**src/rtl/ps2_rx.sv**
```systemverilog
// PS/2 device-to-host receiver.
// Filters ps2_clk and keeps a 32-bit history of received bytes.
`timescale 1ns/1ps

module ps2_rx #(
    parameter int FILTER_LEN     = 8,
    parameter int TIMEOUT_CYCLES = 200000
) (
    input  logic        clk,
    input  logic        rst,
    input  logic        ps2_clk,
    input  logic        ps2_data,
    output logic [31:0] data,
    output logic        rx_done,
    output logic        frame_err,
    output logic        busy
);

    localparam int FW = $clog2(FILTER_LEN + 1);
    localparam int TW = $clog2(TIMEOUT_CYCLES);
    localparam logic [FW-1:0] FMAX = FW'(FILTER_LEN - 1);
    localparam logic [TW-1:0] TMAX = TW'(TIMEOUT_CYCLES - 1);

    typedef enum logic [1:0] {
        IDLE,
        DATA,
        PARITY,
        STOP
    } state_t;

    logic          r_clk_s1;
    logic          r_clk_s2;
    logic          r_dat_s1;
    logic          r_dat_s2;
    logic          r_filt;
    logic          r_filt_d;
    logic [FW-1:0] r_fcnt;
    logic [TW-1:0] r_tcnt;

    state_t        r_state;
    state_t        w_state_nxt;
    logic [2:0]    r_bcnt;
    logic [2:0]    w_bcnt_nxt;
    logic [7:0]    r_shift;
    logic [7:0]    w_shift_nxt;
    logic          r_par;
    logic          w_par_nxt;
    logic [31:0]   r_data;
    logic [31:0]   w_data_nxt;
    logic          r_done;
    logic          w_done_nxt;
    logic          r_err;
    logic          w_err_nxt;

    logic          w_fall;
    logic          w_timeout;

    always_ff @(posedge clk or negedge rst) begin
        if (!rst) begin
            r_clk_s1 <= 1'b1;
            r_clk_s2 <= 1'b1;
            r_dat_s1 <= 1'b1;
            r_dat_s2 <= 1'b1;
        end else begin
            r_clk_s1 <= ps2_clk;
            r_clk_s2 <= r_clk_s1;
            r_dat_s1 <= ps2_data;
            r_dat_s2 <= r_dat_s1;
        end
    end

    // Any cycle matching the filtered level restarts the hold count.
    always_ff @(posedge clk or negedge rst) begin
        if (!rst) begin
            r_filt   <= 1'b1;
            r_filt_d <= 1'b1;
            r_fcnt   <= '0;
        end else begin
            r_filt_d <= r_filt;
            if (r_clk_s2 == r_filt) begin
                r_fcnt <= '0;
            end else if (r_fcnt == FMAX) begin
                r_filt <= r_clk_s2;
                r_fcnt <= '0;
            end else begin
                r_fcnt <= r_fcnt + 1'b1;
            end
        end
    end

    assign w_fall    = r_filt_d & ~r_filt;
    assign w_timeout = (r_state != IDLE) && (r_tcnt == TMAX);

    always_ff @(posedge clk or negedge rst) begin
        if (!rst) begin
            r_tcnt <= '0;
        end else if (r_state == IDLE || w_fall) begin
            r_tcnt <= '0;
        end else if (r_tcnt != TMAX) begin
            r_tcnt <= r_tcnt + 1'b1;
        end
    end

    always_comb begin
        w_state_nxt = r_state;
        w_bcnt_nxt  = r_bcnt;
        w_shift_nxt = r_shift;
        w_par_nxt   = r_par;
        w_data_nxt  = r_data;
        w_done_nxt  = 1'b0;
        w_err_nxt   = 1'b0;
        if (w_fall) begin
            unique case (r_state)
                IDLE: begin
                    if (r_dat_s2) begin
                        w_err_nxt = 1'b1;
                    end else begin
                        w_state_nxt = DATA;
                        w_bcnt_nxt  = 3'd0;
                    end
                end
                DATA: begin
                    w_shift_nxt = {r_dat_s2, r_shift[7:1]};
                    w_bcnt_nxt  = r_bcnt + 3'd1;
                    if (r_bcnt == 3'd7) begin
                        w_state_nxt = PARITY;
                    end
                end
                PARITY: begin
                    w_par_nxt   = r_dat_s2;
                    w_state_nxt = STOP;
                end
                STOP: begin
                    if (r_dat_s2 && (^{r_shift, r_par})) begin
                        w_data_nxt = {r_data[23:0], r_shift};
                        w_done_nxt = 1'b1;
                    end else begin
                        w_err_nxt = 1'b1;
                    end
                    w_state_nxt = IDLE;
                end
                default: w_state_nxt = IDLE;
            endcase
        end else if (w_timeout) begin
            w_state_nxt = IDLE;
            w_err_nxt   = 1'b1;
        end
    end

    always_ff @(posedge clk or negedge rst) begin
        if (!rst) begin
            r_state <= IDLE;
            r_bcnt  <= 3'd0;
            r_shift <= 8'h00;
            r_par   <= 1'b0;
            r_data  <= 32'h0;
            r_done  <= 1'b0;
            r_err   <= 1'b0;
        end else begin
            r_state <= w_state_nxt;
            r_bcnt  <= w_bcnt_nxt;
            r_shift <= w_shift_nxt;
            r_par   <= w_par_nxt;
            r_data  <= w_data_nxt;
            r_done  <= w_done_nxt;
            r_err   <= w_err_nxt;
        end
    end

    assign data      = r_data;
    assign rx_done   = r_done;
    assign frame_err = r_err;
    assign busy      = (r_state != IDLE);

endmodule

```
**config.mk**
```make
export PLATFORM = sky130hd
export DESIGN_NAME = ps2_rx
export DESIGN_NICKNAME = d
export VERILOG_FILES = /design/src/rtl/ps2_rx.sv
export SDC_FILE = /design/constraint.sdc
export NUM_CORES = 1
export LEC_CHECK = 0
export CAP_MARGIN = 20
export CORE_ASPECT_RATIO = 2
export CORE_MARGIN = 2
export CORE_UTILIZATION = 45
export CTS_CLUSTER_SIZE = 12
export DETAILED_ROUTE_END_ITERATION = 10
export PLACE_DENSITY = 0.66
export SLEW_MARGIN = 20
export SYNTH_ARGS = -nofsm -noshare
export SYNTH_HDL_FRONTEND = slang
export SYNTH_SLANG_ARGS = --single-unit
export TNS_END_PERCENT = 1
```
**constraint.sdc**
```tcl
create_clock -name clk -period 5.65 [get_ports clk]
set_clock_uncertainty 0.15 [all_clocks]
set_input_delay 0.565 -clock clk [delete_from_list [all_inputs] [get_ports clk]]
set_output_delay 0.565 -clock clk [all_outputs]
set_load 0.01 [all_outputs]
```
==> flow_summary.json <==
{
  "outcome": "finished, final reports clean",
  "place.gp.congestion": 0.753,
  "root_buffer": "clkbuf_16",
  "track_usage_pct": 15.9,
  "dp_hpwl_mm": 4.00,
  "htreeDepth": 3,
  "syn-num-nets": 270,
  "worst_pin_slew_ns": 0.925,
  "final_cell_mix": "dfrtp_1, clkdlybuf4s50_1, mux2_4",
  "ant_nets": 0,
  "wl_per_cell_um": 14.6,
  "final-hold-violation-count": 0,
  "slowest_delay_ns": 0.64,
  "start_kind": "register",
  "drc": 0,
  "synth_cells": 257,
  "rsz0062_at_grt": "false",
  "max_freq_mhz": 362,
  "worst_slack_ns": 2.89,
  "die_area_sq_um": 8300,
  "critPathBufInv": 0,
  "first_pass_iters": 4,
  "cp_max_fo": 33,
  "finalCritPeriodShare_pct": 48.8,
  "clock_sinks": 76,
  "grt_pass1_vias": 2109,
  "cts-hold-fix-buffers": 0,
  "fp.coreArea_sq_um": 7270,
  "drt_iter0_markers": 137,
  "yosysUniqueCellTypes": 39,
  "wl_mm": 5.82,
  "grt_overflow_total": 0,
  "antenna_found_initial": 0,
  "setup_tns_ns": 0,
  "ios": 39,
  "hold_start": "r_dat_s1",
  "cts_tree": "yes",
  "drive_gt1_share_pct": 21.8,
  "max-clock-path-buffers": 2,
  "die_y_um": 127,
  "start_util_pct": 46.7,
  "final_common_cell": "dfrtp_1",
  "drv_cap": 0,
  "grt_max_degree": 77,
  "fin_nets": 315,
  "min_period_ns": 2.76,
  "yosysWarnings": 0,
  "synth_ff_type": "dfrtp_1",
  "vias": 2072,
  "rows": 44,
  "dp_worst_setup_slack_ns": 2.87,
  "ys_ff_latch": 76,
  "path_delay_family": "XOR/XNOR gates",
  "clk_latency_ns": 0.33,
  "worstSetupPathType": "register to register",
  "rr_startpoint": "r_shift[1]",
  "startpoint": "r_shift[1]",
  "setup_viol": 0,
  "yosysSeqAreaShare_pct": 56.2,
  "diodes": 0,
  "crit_chain": "xnor2_1 -> xnor3_1 -> xnor2_2 -> nand4_4 -> mux2_4",
  "cts_buffers": 9,
  "pwr_density_cell_nw_per_um2": 348,
  "slew_viol_final": 0,
  "slew_headroom_pct": 38.3,
  "p_leak_nw": 2.00,
  "async_flop_share_pct": 100,
  "vias_per_cell": 5.19,
  "grt_pass1_wl_mm": 9.99,
  "end_kind": "register",
  "cp_slowest_cell": "nand4_4",
  "synth_area_sq_um": 3400,
  "ir_worst_vdd_mv": 0.295,
  "die-width_um": 65.4,
  "port-buffer-count": 38,
  "cp.required_ns": 5.71,
  "clkSlewWorstSetupHoldPaths_ns": 0.05,
  "arrival_ns": 2.82,
  "area_growth_syn_to_layout_pct": 22.8,
  "hp-class": "register to register",
  "cts_resized": 0,
  "finish.utilization_pct": 57.4,
  "synth-edff-count": 0,
  "cts_setup_buffers": 0,
  "avgSynthCellArea_sq_um": 13.2
}
==> per-layer routing <==
metal  up-vias  GRT usage (%)  wire length (um)
li1        988              -                 -
met1      1024           17.5              2330
met2        48           26.8              3110
met3        12           4.88               215
met4         0           8.58               165
met5         -              0                 0
==> area by class of cell <==
cell class	instances	area [sq um]
Clock buffer	11	243
Sequential cell	76	1910
Timing Repair Buffer	38	378
Tap cell	92	115
Inverter	9	33.8
Multi-Input combinational cell	168	1420
Clock inverter	5	75.1
Fill cell	629	3100
==> registers in the layout, indices dropped and copies added, names as in the netlist, 2 cells and up <==
register and cells:
r_state 2, r_tcnt 18, r_bcnt 3, r_shift 8
data 32, r_fcnt 4
==> worst paths after layout <==
check	end	slack (ns)	depth (start not counted)
worst min register to register	r_dat_s2	0.20	0
min in group asynchronous	data[24]	0.23	1
max in group asynchronous	r_shift[3]	4.53	1
worst max-delay path	data[29]	2.89	5
worst max register to register	data[29]	2.89	5
worst min-delay path	r_dat_s2	0.20	0
==> power breakdown <==
part           internal, mW  switching [mW]
logic                0.0884           0.138
registers             0.590          0.0354
clock network         0.396           0.205
==> metrics by stage <==
| stage | total power, mW | instances | instance area (sq um) | hold slack [ns] |
|---|---|---|---|---|
| after floorplan | 0.791 | 257 | 3400 | 0.119 |
| after global placement | 0.855 | 383 | 3850 | 0.196 |
| after detailed placement | 0.862 | 383 | 3850 | 0.198 |
| after CTS | 1.48 | 399 | 4170 | 0.206 |
| after global routing | 1.52 | 399 | 4170 | 0.213 |
| final | 1.45 | 399 | 4170 | 0.205 |
==> cell usage after synthesis (all sizes together) (4+ instances only) <==
master / n / area share [%]
xnor2: 13 / 3.6
ha: 9 / 3.3
inv: 9 / 0.99
dfrtp: 70 / 52
o21ai: 4 / 0.59
xor2: 7 / 1.8
nor3: 6 / 0.88
dfstp: 6 / 4.6
nand2: 13 / 1.4
nor2: 23 / 2.5
a21oi: 7 / 1.0
nand3: 11 / 1.6
mux2: 42 / 17
==> cell families after synthesis <==
| kind of cell | after synthesis | share of synthesized area, % |
|---|---|---|
| adder cells (fa/ha/maj) | 9 | 3.32 |
| XOR/XNOR | 21 | 6.04 |
| flip-flops | 76 | 56.2 |
| multiplexers | 43 | 17.4 |
| buffers and inverters | 13 | 2.10 |
| AO/OA/AOI/OAI | 21 | 3.76 |
| AND/OR/NAND/NOR | 74 | 11.1 |
No activity file was read; power rests on OpenSTA's default activity.
